[src/rtl/conway_pkg.sv]
// Shared types and default widths for the Game of Life generation controller.
package conway_pkg;

  localparam int PERIOD_W_DEF = 16;
  localparam int GEN_W_DEF    = 16;

  typedef enum logic [2:0] {
    S_CLEAR,
    S_IDLE,
    S_WAIT,
    S_STEP,
    S_HALT
  } gen_state_t;

endpackage

[src/rtl/conway_tick_timer.sv]
// Inter-generation wait counter: counts up while enabled, done once it reaches the live period.
module conway_tick_timer #(
  parameter int PERIOD_W = 16
) (
  input  logic                clk,
  input  logic                rst_n,
  input  logic                clr_i,
  input  logic                en_i,
  input  logic [PERIOD_W-1:0] period_i,
  output logic                done_o
);

  logic [PERIOD_W-1:0] tick_q;

  always_ff @(posedge clk or negedge rst_n) begin
    if (!rst_n) begin
      tick_q <= '0;
    end else if (clr_i) begin
      tick_q <= '0;
    end else if (en_i && (tick_q != '1)) begin
      tick_q <= tick_q + 1'b1;
    end
  end

  // Compared every cycle so a lowered period takes effect immediately.
  assign done_o = (tick_q >= period_i);

endmodule

[src/rtl/conway_gen_controller.sv]
// Sequencer for the Life cell array: board clear, generation strobe, run/pause/step,
// inter-generation delay, saturating generation counter and auto-halt.
//
// state   | meaning
// S_CLEAR | board held in clear, counters reset
// S_IDLE  | waiting for run or step
// S_WAIT  | free-running, counting period clocks before next generation
// S_STEP  | one-cycle enable strobe committing a generation
// S_HALT  | stopped by generation limit or stable board; only clear exits
module conway_gen_controller
  import conway_pkg::*;
#(
  parameter int PERIOD_W = PERIOD_W_DEF,
  parameter int GEN_W    = GEN_W_DEF
) (
  input  logic                clk,
  input  logic                rst_n,
  input  logic                clr_i,
  input  logic                run_i,
  input  logic                pause_i,
  input  logic                step_i,
  input  logic [PERIOD_W-1:0] period_i,
  input  logic [GEN_W-1:0]    max_gens_i,
  input  logic                halt_stable_i,
  input  logic                changed_i,
  output logic                grid_clr_o,
  output logic                grid_ena_o,
  output logic [GEN_W-1:0]    gen_count_o,
  output logic                running_o,
  output logic                halted_o,
  output logic                stable_o
);

  gen_state_t        state_q, state_d;
  logic [GEN_W-1:0]  gen_count_q, gen_count_d;
  logic              run_mode_q, run_mode_d;
  logic              stable_q, stable_d;
  logic              timer_done;
  logic [GEN_W:0]    gen_next_wide;
  logic              max_hit;

  conway_tick_timer #(
    .PERIOD_W (PERIOD_W)
  ) u_tick_timer (
    .clk      (clk),
    .rst_n    (rst_n),
    .clr_i    (state_q != S_WAIT),
    .en_i     (state_q == S_WAIT),
    .period_i (period_i),
    .done_o   (timer_done)
  );

  // One bit wider so the limit compare is exact even when the counter is saturated.
  assign gen_next_wide = {1'b0, gen_count_q} + 1'b1;
  assign max_hit       = (max_gens_i != '0) && (gen_next_wide >= {1'b0, max_gens_i});

  always_ff @(posedge clk or negedge rst_n) begin
    if (!rst_n) begin
      state_q     <= S_CLEAR;
      gen_count_q <= '0;
      run_mode_q  <= 1'b0;
      stable_q    <= 1'b0;
    end else begin
      state_q     <= state_d;
      gen_count_q <= gen_count_d;
      run_mode_q  <= run_mode_d;
      stable_q    <= stable_d;
    end
  end

  always_comb begin
    state_d     = state_q;
    gen_count_d = gen_count_q;
    run_mode_d  = run_mode_q;
    stable_d    = stable_q;

    case (state_q)
      S_CLEAR: begin
        gen_count_d = '0;
        stable_d    = 1'b0;
        run_mode_d  = 1'b0;
        state_d     = S_IDLE;
      end
      S_IDLE: begin
        if (run_i) begin
          state_d    = S_WAIT;
          run_mode_d = 1'b1;
        end else if (step_i) begin
          state_d    = S_STEP;
          run_mode_d = 1'b0;
        end
      end
      S_WAIT: begin
        if (pause_i) begin
          state_d    = S_IDLE;
          run_mode_d = 1'b0;
        end else if (timer_done) begin
          state_d = S_STEP;
        end
      end
      S_STEP: begin
        gen_count_d = (&gen_count_q) ? gen_count_q : gen_count_q + 1'b1;
        stable_d    = ~changed_i;
        if (halt_stable_i && !changed_i) begin
          state_d = S_HALT;
        end else if (max_hit) begin
          state_d = S_HALT;
        end else if (run_mode_q && !pause_i) begin
          state_d = S_WAIT;
        end else begin
          state_d    = S_IDLE;
          run_mode_d = 1'b0;
        end
      end
      S_HALT: begin
        state_d = S_HALT;
      end
      default: begin
        state_d = S_CLEAR;
      end
    endcase

    // Clear overrides everything; an in-flight strobe has already been issued.
    if (clr_i) begin
      state_d = S_CLEAR;
    end
  end

  assign grid_clr_o  = (state_q == S_CLEAR);
  assign grid_ena_o  = (state_q == S_STEP);
  assign halted_o    = (state_q == S_HALT);
  assign running_o   = run_mode_q && ((state_q == S_WAIT) || (state_q == S_STEP));
  assign gen_count_o = gen_count_q;
  assign stable_o    = stable_q;

endmodule
[config.mk]
export PLATFORM = sky130hd
export DESIGN_NAME = conway_gen_controller
export DESIGN_NICKNAME = d
export VERILOG_FILES = /design/src/rtl/conway_pkg.sv /design/src/rtl/conway_tick_timer.sv /design/src/rtl/conway_gen_controller.sv
export SDC_FILE = /design/constraint.sdc
export NUM_CORES = 1
export LEC_CHECK = 0
export BUFFER_PORTS_ARGS = -buffer_cell sky130_fd_sc_hd__buf_2
export CORE_AREA = 3 3 58 113
export CTS_BUF_LIST = sky130_fd_sc_hd__clkbuf_2
export DETAILED_ROUTE_END_ITERATION = 12
export DIE_AREA = 0 0 61 116
export PLACE_DENSITY = 0.83
export SLEW_MARGIN = 40
export SYNTH_ARGS = -nofsm -noshare
export SYNTH_HDL_FRONTEND = slang
export SYNTH_SLANG_ARGS = --single-unit
[constraint.sdc]
create_clock -name clk -period 2.9 [get_ports clk]
set_clock_uncertainty 0.1 [all_clocks]
set_input_delay 0.29 -clock clk [delete_from_list [all_inputs] [get_ports clk]]
set_output_delay 0.29 -clock clk [all_outputs]
set_load 0.05 [all_outputs]
==> results by group <==
Global routing
  – Largest net degree at the start of global routing: 38
  – GRT Residual Overflow: 0
  – First-pass GRT wire length: 13200 um
  – Vias in the first global route: 2932
  – Initial antenna violation count: 0
  – GRT Overall Usage: 25.0%

Die
  – Die W: 61 um
  – Initial Utilization: 51.1%
  – Die H: 116 um
  – Top-level port count: 61
  – Die Footprint: 7080 sq um
  – Num rows: 39
  – Core area: ~5800 sq um

Setup path
  – Worst Path Max Fanout: 5
  – Crit path from: gen_count_o[1]$_DFFE_PN0P_
  – R2r worst-path depth: 9
  – Critical path data required time: about 3.2 ns
  – Termination of the worst setup path: state_q[1]$_DFFE_PN0P_
  – RR Startpoint: gen_count_o[1]$_DFFE_PN0P_
  – Type of origin of the critical path: register
  – Worst setup EP type: register
  – R2R setup slack: around 0.0074 ns
  – Crit Path Class: reg2reg
  – R2r endpoint: state_q[1]$_DFFE_PN0P_
  – Worst Path Arrival: 3.14 ns

Timing
  – Max_slew headroom: 46.0%
  – Slew Viols, Final: 0
  – Max frequency: about 0.35 GHz
  – Crit share post-route: 99.7%
  – RSZ-0062 raised after global routing: yes
  – Final Critical Period: roughly 2.9 ns
  – Final hold vios: 0
  – Worst-Margin Slew: 0.810 ns
  – Final setup fails: 0

Clock tree
  – Clock sinks: 37
  – Num CTS Buffers: 5
  – Clk_lat worst skew: 0.42 ns
  – CTS tree: done
  – CTS HTree Levels: 2
  – Clock tree buffer depth: 2
  – Root Driver: clkbuf_2
  – CTS clk-pin slew, worst paths: 0.22 ns

Logic synthesis
  – Post-Synthesis Cells: 356
  – Unique masters post-synth: 51
  – Commonest cells in the netlist: 43 x inv_1, 37 x dfrtp_1, 34 x ha_1, 33 x nand3_1, 28 x nor2_1
  – Synth warnings: 0
  – Area leader, netlist: dfrtp_1
  – Mux cell area share after synthesis: 0.338%
  – Compound-Gate Fraction of Synth Area: 15.4%
  – Top cell type's share of synthesized area: around 31%
  – Area contributors post-synth: dfrtp_1 31%, ha_1 14%, nand3_1 5.6%
  – Synth Area in XOR/XNOR: approximately 7%
  – Post-synth ARST share: 100%
  – Leading cell type by number of instances after synthesis: inv_1
  – Cell area after synthesis: slightly below 3000 sq um
  – Largest family of logic cells by synthesized area: simple AND/OR/NAND/NOR gates
  – Yosys reg bits: 37
  – Synth Flop Type: dfrtp_1
  – Mean Syn Cell Area: 8.33 sq um
  – Seq/Total Area, Yosys: 31.2%
  – Post-synth EDFFs: 0
  – Area share of and/or/nand/nor cells after synthesis: 25.0%
  – Adder-Cell Fraction of Synth Area: 14.3%
  – Syn_nets: 430

Pwr
  – Tot Pwr: 0.00113 W
  – Power Density: 309 nW/um^2
  – Worst VDD drop: 239 uV
  – LEAKAGE: 1.90 nW

Final layout
  – Final Cell Area: 3650 sq um
  – Fin cells: 498
  – Share of cells above drive strength 1: 28.1%
  – Fillers: 496
  – Ant. Diodes: 0
  – NumNets Final: 510
  – Layout area overhead: 23.0%

Placement
  – Number of port buffers: 60
  – DP Cell Count: ~480
  – Post-DP HPWL: 6480 um
  – Gpl congestion: 0.952
  – Placed cell area: between 3000 and 4000 sq um

Route
  – Post-DRT Antenna Nets: 0
  – Avg WL per Cell: 17.2 um
  – Vias per std cell: 6.09
  – Vias post-DR: about 3000
  – Detailed-route DRC error count: 0
  – Initial DRC Count: ~150
  – Drt total wl: 8570 um
  – First-pass DRT Iterations: 5

Hold path
  – Min-delay worst type: in2reg

Job
  – Max-Cap Viols: 0

Outcome
  – Outcome: finished clean
-- critical path: stages (launching register included) --
cell and delay (ns):
dfrtp_2 0.49, ha_4 0.19, xor2_1 0.37, ha_1 0.33
a21o_1 0.18, nand3_1 0.08, a21oi_1 0.08, o41a_1 0.42
o41a_1 0.44, nor4_2 0.14
-- metal layers --
layer / vias to the layer above / global-route usage [%] / wire length [um]
met1: 1413 / 23.5 / 2840
met5: - / 0 / 0
li1: 1432 / - / -
met3: 43 / 5.13 / 466
met4: 0 / 14.9 / 455
met2: 147 / 46.5 / 4800
-- where the power goes --
part / switching (W) / internal [W] / leakage [nW]
Sequential: 0.0000251 / 0.000533 / 0.494
Combinational: 0.000211 / 0.000109 / 1.38
Clock: 0.000194 / 0.0000562 / 0.0287
-- sequential cells by signal (all words and copies together), names as in the netlist --
signal,count
gen_count_o,16
run_mode_q,1
stable_o,1
state_q,3
u_tick_timer.tick_q,16
-- cells in the final DEF, fill, tap and decap left out, drive strengths merged, types with 2 or more instances in the layout --
master | Yosys | layout
o21a | 2 | 2
buf | 4 | 76
dlygate4sd3 | 0 | 3
or3b | 2 | 2
and3 | 5 | 5
and4 | 3 | 3
nor2b | 7 | 7
nor3 | 5 | 5
xnor2 | 18 | 18
xor2 | 6 | 6
nand3 | 34 | 34
nor2 | 28 | 28
or3 | 4 | 4
nand4 | 10 | 10
a31oi | 4 | 4
nand2 | 26 | 26
o41a | 2 | 2
a211oi | 7 | 7
nor4 | 7 | 7
nand2b | 5 | 5
inv | 43 | 43
o21ai | 18 | 18
ha | 34 | 34
a21oi | 19 | 19
clkbuf | 2 | 5
dfrtp | 37 | 37
o31ai | 5 | 5
clkinv | 1 | 3
a21o | 3 | 3
-- what timing repair did --
item	CTS	global route
hold endpoints to repair	39	0
endpoints found under the setup margin	1	4
hold buffers	3	0
pin swaps	2	3
setup buffers	5	3
resized for setup	1	14
-- cells by family after synthesis --
kind of cell | after synthesis
compound gates | 70
simple gates | 140
buf+inv | 50
mux | 1
flops | 37
xor+xnor | 24
fa+ha+maj | 34
-- cell type report --
cell class | count | area, sq um | share of cell area [%]
clock buffers | 5 | 25.0 | 0.686
inverters | 44 | 165 | 4.53
multi-input cells | 269 | 1970 | 53.9
flip-flops and latches | 37 | 941 | 25.8
well taps | 61 | 76.3 | 2.09
clock inverters | 3 | 17.5 | 0.480
repair buffers | 79 | 457 | 12.5
-- through the flow --
stage	hold slack, ns	worst slack, ns	utilization [%]	setup TNS [ns]
floorplan	-0.106	0.00754	-	0
global placement	0.353	0.0551	59.1	0
detailed placement	0.192	-0.0310	59.2	-0.0310
CTS	0.0553	0.00154	61.1	0
global route	0.0720	-0.124	62.8	-0.275
finish	0.0743	0.00736	62.8	0
-- worst min path at each step --
stage            from                          to  cells past startpoint
2_1_floorplan   rst_n  gen_count_o[0]$_DFFE_PN0P_                      0
3_3_place_gp    rst_n  gen_count_o[6]$_DFFE_PN0P_                      1
3_5_place_dp    rst_n      state_q[0]$_DFFE_PN0P_                      1
4_1_cts        step_i      state_q[0]$_DFFE_PN0P_                      4
5_1_grt        step_i      state_q[0]$_DFFE_PN0P_                      4
6_report       step_i      state_q[0]$_DFFE_PN0P_                      4
No activity file was read; power rests on OpenSTA's default activity.
